## config.mk

```make
export PLATFORM = sky130hd
export DESIGN_NAME = bus_arbiter_rr
export DESIGN_NICKNAME = d
export VERILOG_FILES = /design/src/rtl/bus_arbiter_rr.sv
export SDC_FILE = /design/constraint.sdc
export NUM_CORES = 1
export LEC_CHECK = 0
export CORE_MARGIN = 4
export CORE_UTILIZATION = 38
export DETAILED_ROUTE_END_ITERATION = 7
export GPL_ROUTABILITY_DRIVEN = 0
export PLACE_DENSITY = 0.81
export SLEW_MARGIN = 10
export SYNTH_ARGS = -nofsm -noshare
export SYNTH_HDL_FRONTEND = slang
export SYNTH_SLANG_ARGS = --single-unit
```

## constraint.sdc

```tcl
create_clock -name i_clk -period 3.83 [get_ports i_clk]
set_clock_uncertainty 0.05 [all_clocks]
set_input_delay 0.5745 -clock i_clk [delete_from_list [all_inputs] [get_ports i_clk]]
set_output_delay 0.5745 -clock i_clk [all_outputs]
set_load 0.02 [all_outputs]
```

## src/rtl/bus_arbiter_rr.sv

```systemverilog
// bus_arbiter_rr: N-master round-robin arbiter onto one shared bus; optional BUS_ARB_TIMEOUT_EN bus timeout.
// Latency: bus_en the cycle after a request is sampled, ack pulse the cycle after i_ack; one transaction in flight, others wait.
module bus_arbiter_rr #(
  parameter int NUM_MASTERS    = 2,
  parameter int ADDR_W         = 32,
  parameter int DATA_W         = 32,
  parameter int TIMEOUT_CYCLES = 255
) (
  input  logic                          i_clk,
  input  logic                          i_rst,
  input  logic [NUM_MASTERS-1:0]        i_m_req,
  input  logic [NUM_MASTERS-1:0]        i_m_wr_rd,
  input  logic [NUM_MASTERS*ADDR_W-1:0] i_m_addr,
  input  logic [NUM_MASTERS*DATA_W-1:0] i_m_wr_data,
  input  logic [NUM_MASTERS*3-1:0]      i_m_size,
  output logic [NUM_MASTERS-1:0]        o_m_ack,
  output logic [NUM_MASTERS-1:0]        o_m_err,
  output logic [DATA_W-1:0]             o_m_rd_data,
  input  logic                          i_ack,
  input  logic [DATA_W-1:0]             i_rd_data,
  output logic                          o_bus_en,
  output logic                          o_wr_rd,
  output logic [ADDR_W-1:0]             o_addr,
  output logic [DATA_W-1:0]             o_wr_data,
  output logic [2:0]                    o_size
);

  localparam int PTR_W = (NUM_MASTERS > 1) ? $clog2(NUM_MASTERS) : 1;

  typedef enum logic [1:0] {IDLE, BUSY, RESP} state_t;

  state_t                   state_q, state_d;
  logic [PTR_W-1:0]         ptr_q, ptr_d;
  logic [NUM_MASTERS-1:0]   grant_oh;

  logic                     win_found;
  logic [PTR_W-1:0]         win_idx;
  logic                     sel_wr_rd;
  logic [ADDR_W-1:0]        sel_addr;
  logic [DATA_W-1:0]        sel_wdata;
  logic [2:0]               sel_size;

  logic                     bus_en_d, wr_rd_d;
  logic [ADDR_W-1:0]        addr_d;
  logic [DATA_W-1:0]        wdata_d, rd_data_d;
  logic [2:0]               size_d;
  logic [NUM_MASTERS-1:0]   m_ack_d;

`ifdef BUS_ARB_TIMEOUT_EN
  localparam int CNT_RAW = $clog2(TIMEOUT_CYCLES + 1);
  localparam int CNT_W   = (CNT_RAW < 8) ? 8 : ((CNT_RAW > 32) ? 32 : CNT_RAW);

  logic [CNT_W-1:0]         cnt_q, cnt_d;
  logic [NUM_MASTERS-1:0]   m_err_q, m_err_d;
  logic                     timeout;

  assign timeout = (cnt_q == CNT_W'(TIMEOUT_CYCLES - 1));
  assign o_m_err = m_err_q;
`else
  assign o_m_err = '0;
`endif

  // ptr always holds the current/last grant, so it doubles as the grant index.
  assign grant_oh = NUM_MASTERS'(1) << ptr_q;

  // Round-robin search starting one past the last winner.
  always_comb begin
    win_found = 1'b0;
    win_idx   = '0;
    for (int i = 1; i <= NUM_MASTERS; i++) begin
      for (int k = 0; k < NUM_MASTERS; k++) begin
        if (!win_found && i_m_req[k] && (k == (int'(ptr_q) + i) % NUM_MASTERS)) begin
          win_found = 1'b1;
          win_idx   = PTR_W'(k);
        end
      end
    end
  end

  always_comb begin
    sel_wr_rd = 1'b0;
    sel_addr  = '0;
    sel_wdata = '0;
    sel_size  = '0;
    for (int k = 0; k < NUM_MASTERS; k++) begin
      if (win_idx == PTR_W'(k)) begin
        sel_wr_rd = i_m_wr_rd[k];
        sel_addr  = i_m_addr[k*ADDR_W +: ADDR_W];
        sel_wdata = i_m_wr_data[k*DATA_W +: DATA_W];
        sel_size  = i_m_size[k*3 +: 3];
      end
    end
  end

  always_comb begin
    state_d   = state_q;
    ptr_d     = ptr_q;
    bus_en_d  = o_bus_en;
    wr_rd_d   = o_wr_rd;
    addr_d    = o_addr;
    wdata_d   = o_wr_data;
    size_d    = o_size;
    m_ack_d   = '0;
    rd_data_d = o_m_rd_data;
`ifdef BUS_ARB_TIMEOUT_EN
    cnt_d     = cnt_q;
    m_err_d   = '0;
`endif
    case (state_q)
      IDLE: begin
        if (win_found) begin
          state_d  = BUSY;
          ptr_d    = win_idx;
          bus_en_d = 1'b1;
          wr_rd_d  = sel_wr_rd;
          addr_d   = sel_addr;
          wdata_d  = sel_wdata;
          size_d   = sel_size;
`ifdef BUS_ARB_TIMEOUT_EN
          cnt_d    = '0;
`endif
        end
      end
      BUSY: begin
        // A simultaneous ack beats the timeout.
        if (i_ack) begin
          state_d   = RESP;
          bus_en_d  = 1'b0;
          m_ack_d   = grant_oh;
          rd_data_d = i_rd_data;
        end
`ifdef BUS_ARB_TIMEOUT_EN
        else if (timeout) begin
          state_d   = RESP;
          bus_en_d  = 1'b0;
          m_ack_d   = grant_oh;
          m_err_d   = grant_oh;
          rd_data_d = '0;
        end else begin
          cnt_d = cnt_q + 1'b1;
        end
`endif
      end
      RESP:    state_d = IDLE;
      default: state_d = IDLE;
    endcase
  end

  always_ff @(posedge i_clk or posedge i_rst) begin
    if (i_rst) begin
      state_q     <= IDLE;
      ptr_q       <= PTR_W'(NUM_MASTERS - 1);
      o_bus_en    <= 1'b0;
      o_wr_rd     <= 1'b0;
      o_addr      <= '0;
      o_wr_data   <= '0;
      o_size      <= '0;
      o_m_ack     <= '0;
      o_m_rd_data <= '0;
`ifdef BUS_ARB_TIMEOUT_EN
      cnt_q       <= '0;
      m_err_q     <= '0;
`endif
    end else begin
      state_q     <= state_d;
      ptr_q       <= ptr_d;
      o_bus_en    <= bus_en_d;
      o_wr_rd     <= wr_rd_d;
      o_addr      <= addr_d;
      o_wr_data   <= wdata_d;
      o_size      <= size_d;
      o_m_ack     <= m_ack_d;
      o_m_rd_data <= rd_data_d;
`ifdef BUS_ARB_TIMEOUT_EN
      cnt_q       <= cnt_d;
      m_err_q     <= m_err_d;
`endif
    end
  end

endmodule

```

* Word level (Yosys, flattened, before mapping)
Index checks and enable logic that the tools add are counted.
** Storage, ports and cells
- Input port bits :: 173
- Bits in registers :: 106
** Cells by class
- Add/subtract/negate cells :: 2
- Bitwise operators :: 2
- Eq/ne operators :: 5
- Shift-type cells :: 1
- Muxes and demuxes :: 19
- Reduce and logical (&&, ||, !) cells :: 18
** Operators by type and width (number)
- $logic_not A32 Y1 :: 2
- $mux W32 :: 2
- $mux W1 :: 10
- $mux W2 :: 4
- $logic_and A1 B1 Y1 :: 7
- $reduce_and A2 Y1 :: 3
- $eq A2 B2 Y1 const A :: 2
- $ne A2 B2 Y1 const B :: 2
- $pmux W2 S2 :: 1
- $logic_not A1 Y1 :: 3
- $mux W3 :: 1
- $reduce_and A3 Y1 :: 1
- $add A1 B1 Y1 const B :: 2
- $and A1 B1 Y1 const A :: 2
- $eq A2 B1 Y1 const B :: 1
- $logic_not A2 Y1 :: 1
- $pmux W1 S2 :: 1
- $reduce_bool A2 Y1 :: 1
- $shl A1 B1 Y2 const A :: 1

* Longest topological paths before layout
- Depth in word-level cells :: 19
- Gate-level depth with buffers :: 7
- Depth with buffers taken out :: 3

* Least setup slack after synthesis
No wires, ideal clock.
- Path kind :: input port to flip-flop
- From :: input i_m_req[1]
- To :: register o_size[0]
- Required time :: 3699 ps
- Library setup time :: 81 ps
- Slack :: 2137 ps
- Stages on the path :: 7
- Arrival :: 1562 ps
- Cells stage by stage :: or2_1 -> buf_2 -> and2_1 -> clkbuf_2 -> buf_6 -> buf_6 -> a31oi_2
** On the way
- Cells in the longest elaborated chain, start to end :: 12
- Elaborated cells between the ends (all ways) :: 16
- Classes of those cells :: mux (7); reduce/logical (9)
** Ends and longest elaborated chain
- from (decl) :: line 11 : input logic [NUM_MASTERS-1:0] i_m_req,
- $logic_and A1 B1 Y1 (2 in series) :: line 72 : if (!win_found && i_m_req[k] && (k == (int'(ptr_q) + i) % NUM_MASTERS)) begin
- $mux W1 :: line 72
- $logic_not A1 Y1 :: line 72
- $logic_and A1 B1 Y1 (2 in series) :: line 72
- $mux W1 :: line 72
- $logic_not A1 Y1 :: line 72
- $logic_and A1 B1 Y1 (2 in series) :: line 72
- $mux W1 :: line 72
- $mux W3 or $reduce_and A2 Y1 (tied branches)
- to (signal assigned) :: line 171 : o_size <= size_d;
- to (decl) :: line 25 : output logic [2:0] o_size
Several ways; a longest one is shown, not always the timed one.
A chain may end at the register's enable or synchronous reset.

* Worst setup path in the final report
Same ends and word-level chain as after synthesis.

==> flow_summary_export.csv <==
group,metric,value,unit
final_layout,nNetsFinal,896,
synth,syn_inst,471,
route,drc,0,
power_and_ir_drop,leakage,3.17,nW
run_status,status,"finished clean",
clock_network,cts_buffer_depth,2,
sta,drv_slew,0,
clock_network,clock-sinks,106,
synth,yosysTopAreaCell,"dfrtp_1",
grt,grt_pass1_wl,25600,um
power_and_ir_drop,vdd_drop_max,0.410,mV
sta,fin_tns_setup,0,ns
floorplan,rows,40,
power_and_ir_drop,p_int,3.72,mW
worst_setup_path,start_kind,"input pin",
clock_network,clkTransAtPathRegs,0.07,ns
floorplan,die_w,120,um
route,dr_total_vias,4634,
grt,grt-ovfl-total,0,
sta,post-route-period-util,0.628,
final_layout,n_fill_cell,988,
clock_network,h-tree-depth,3,
sta,rsz0062_at_grt,"no",
final_layout,post_route_cells_drive_above_1_share,0.113,
sta,relSlewSlack,0.475,
sta,fin_crit,2.41,ns
synth,synth-seq-cells,106,
clock_network,cts_hold_buf,0,
synth,synth_area,4730,um^2
route,routedWlPerCell,18.1,um
floorplan,die_height,120,um
worst_setup_path,worstSetupPathType,"in -> reg",
power_and_ir_drop,comb_power_share,0.539,
final_layout,postLayoutCoreUtil,0.649,
route,drt-vias-per-instance,5.18,
worst_setup_path,critical_path_required,4.03,ns
floorplan,core-area,12100,um^2
route,drtPass1Iterations,6,
clock_network,cts_buffers,9,
floorplan,initial_core_util,0.390,
power_and_ir_drop,p_per_area,791,nW/um^2
power_and_ir_drop,seqPwrFrac,0.323,
grt,first_global_vias,4839,
sta,fmax,416,MHz
power_and_ir_drop,p_total,6.21,mW
synth,yosysUniqueCellTypes,24,
floorplan,io_pins,278,
power_and_ir_drop,clockPowerShare,0.138,
worst_setup_path,crit_arrival,2.61,ns
worst_setup_path,cp_max_fo,50,
clock_network,cts_root_buf,"clkbuf_16",
clock_network,post_cts_buffers,0,
clock_network,cts_tree,"yes",
floorplan,die_area,14300,um^2
clock_network,worstSkewPairLatency,0.33,ns
route,drtAntennaViolNets,0,
synth,synth.area.top_cells,"dfrtp_1 (56%), nand2_1 (11%), mux2_2 (7.6%)",
route,drt_wl_total,16200,um
sta,worst_slew_pin_slew,0.787,ns
place,portBuffers,275,
grt,grt.total_usage,0.223,
route,drtIter0Drc,360,
clock_network,cts_resized,0,
power_and_ir_drop,swShare,0.400,
grt,antenna_found_initial,0,
synth,yosys_warnings,0,
place,dp_hpwl,11700,um
flow_run,maxCapViolations,0,
sta,hold_viol_final,0,
power_and_ir_drop,p_switching,2.49,mW
final_layout,area_growth,66.2,%
sta,hold_slack,0.433,ns
synth,avgSynthCellArea,10.0,um^2
final_layout,n_antenna_cell,0,
worst_setup_path,endpoint_kind,"flop",
sta,setup_violations,0,
grt,grt_max_degree,72,
min_path,min_path_type,"reg -> reg",
synth,synth_top_area_frac,0.556,
synth,seq_area_frac_synth,0.561,
[cells in the final DEF (no fill, tap or decap), types with 2 or more instances in the layout]
cell and count:
a21oi_1 69, a31oi_2 20, conb_1 2, nand2_1 139, clkbuf_16 9, clkinv_4 2
dfrtp_1 105, buf_12 2, a31oi_1 49, clkdlybuf4s50_1 275, mux2_2 32, clkinv_2 2
buf_4 6
[cell usage after synthesis]
cell	instances
nand3b_1	1
dfstp_2	1
buf_4	2
clkbuf_1	20
a21boi_1	1
mux2_2	32
nor2_2	1
or2_1	1
a21oi_1	69
inv_1	2
clkbuf_2	1
dfrtp_1	105
a31oi_2	20
buf_1	1
a21bo_2	1
buf_2	16
a31oi_1	49
nor2_1	1
and2_1	2
o21ai_0	1
buf_6	3
nand2_1	139
nand2b_1	1
conb_1	1
[logic make-up after synthesis]
logic type,after synthesis,synth area share
buf+inv,45,0.0466
mux,32,0.0762
other cells,1,0.000793
compound gates,141,0.196
simple gates,146,0.119
flops,106,0.561
[critical path, cell delays in order]
cell,delay (ns)
clkdlybuf4s50_1,0.51
a21boi_4,0.55
buf_4,0.56
nand2_1,0.15
a31oi_2,0.22
[path summary, 6_finish.rpt]
check / start / endpoint / slack [ns] / cells after the start
setup / recovery: i_m_req[1] / o_size[0]$_DFFE_PP0P_ / 1.42 / 5
hold / removal: o_bus_en$_DFFE_PP0P_ / o_bus_en$_DFFE_PP0P_ / 0.43 / 2
setup reg to reg: ptr_q$_DFFE_PP1P_ / o_size[0]$_DFFE_PP0P_ / 1.80 / 4
hold reg to reg: o_bus_en$_DFFE_PP0P_ / o_bus_en$_DFFE_PP0P_ / 0.43 / 2
max in group asynchronous: i_rst / ptr_q$_DFFE_PP1P_ / 2.33 / 3
min in group asynchronous: i_rst / o_addr[10]$_DFFE_PP0P_ / 0.61 / 2
[area by class of cell]
type                    count  area (um^2)  share of cell area
multi-input cells         321         1870               0.239
well taps                 168          210              0.0268
flip-flops and latches    106         2650               0.338
repair buffers            283         2840               0.361
clock buffers               9          225              0.0287
clock inverters             6         43.8             0.00558
inverters                   2         10.0             0.00127
[power groups by stage]
stage	Clock [mW]	Sequential [mW]	Combinational (mW)
after floorplan	0	2.65	1.11
after CTS	0.875	2.00	3.38
final	0.855	2.01	3.35
after global placement	0	1.99	3.30
after global routing	0.926	2.08	3.57
after detailed placement	0	2.02	3.38
[flip-flops by register name (all words and copies together), names as in the netlist]
register / cells
o_addr: 32
o_bus_en: 1
o_m_ack: 2
o_m_rd_data: 32
o_size: 3
o_wr_data: 32
o_wr_rd: 1
ptr_q: 1
state_q: 2
[metrics by stage]
| step | worst slack [ns] | instances | cell area [um^2] |
|---|---|---|---|
| 2_1_floorplan | 0.418 | 472 | 4730 |
| 3_3_place_gp | 1.21 | 880 | 7590 |
| 3_5_place_dp | 1.10 | 880 | 7590 |
| 4_1_cts | 1.47 | 895 | 7860 |
| 5_1_grt | 1.31 | 895 | 7860 |
| 6_report | 1.42 | 895 | 7860 |
[per-layer routing]
layer | share of wire | track usage | vias up
met5 | 0 | 0 | -
li1 | - | - | 2131
met4 | 0.024 | 0.0838 | 0
met3 | 0.091 | 0.0664 | 28
met2 | 0.51 | 0.387 | 263
met1 | 0.38 | 0.262 | 2212
Note: power is estimated with default switching activity, not from simulation.
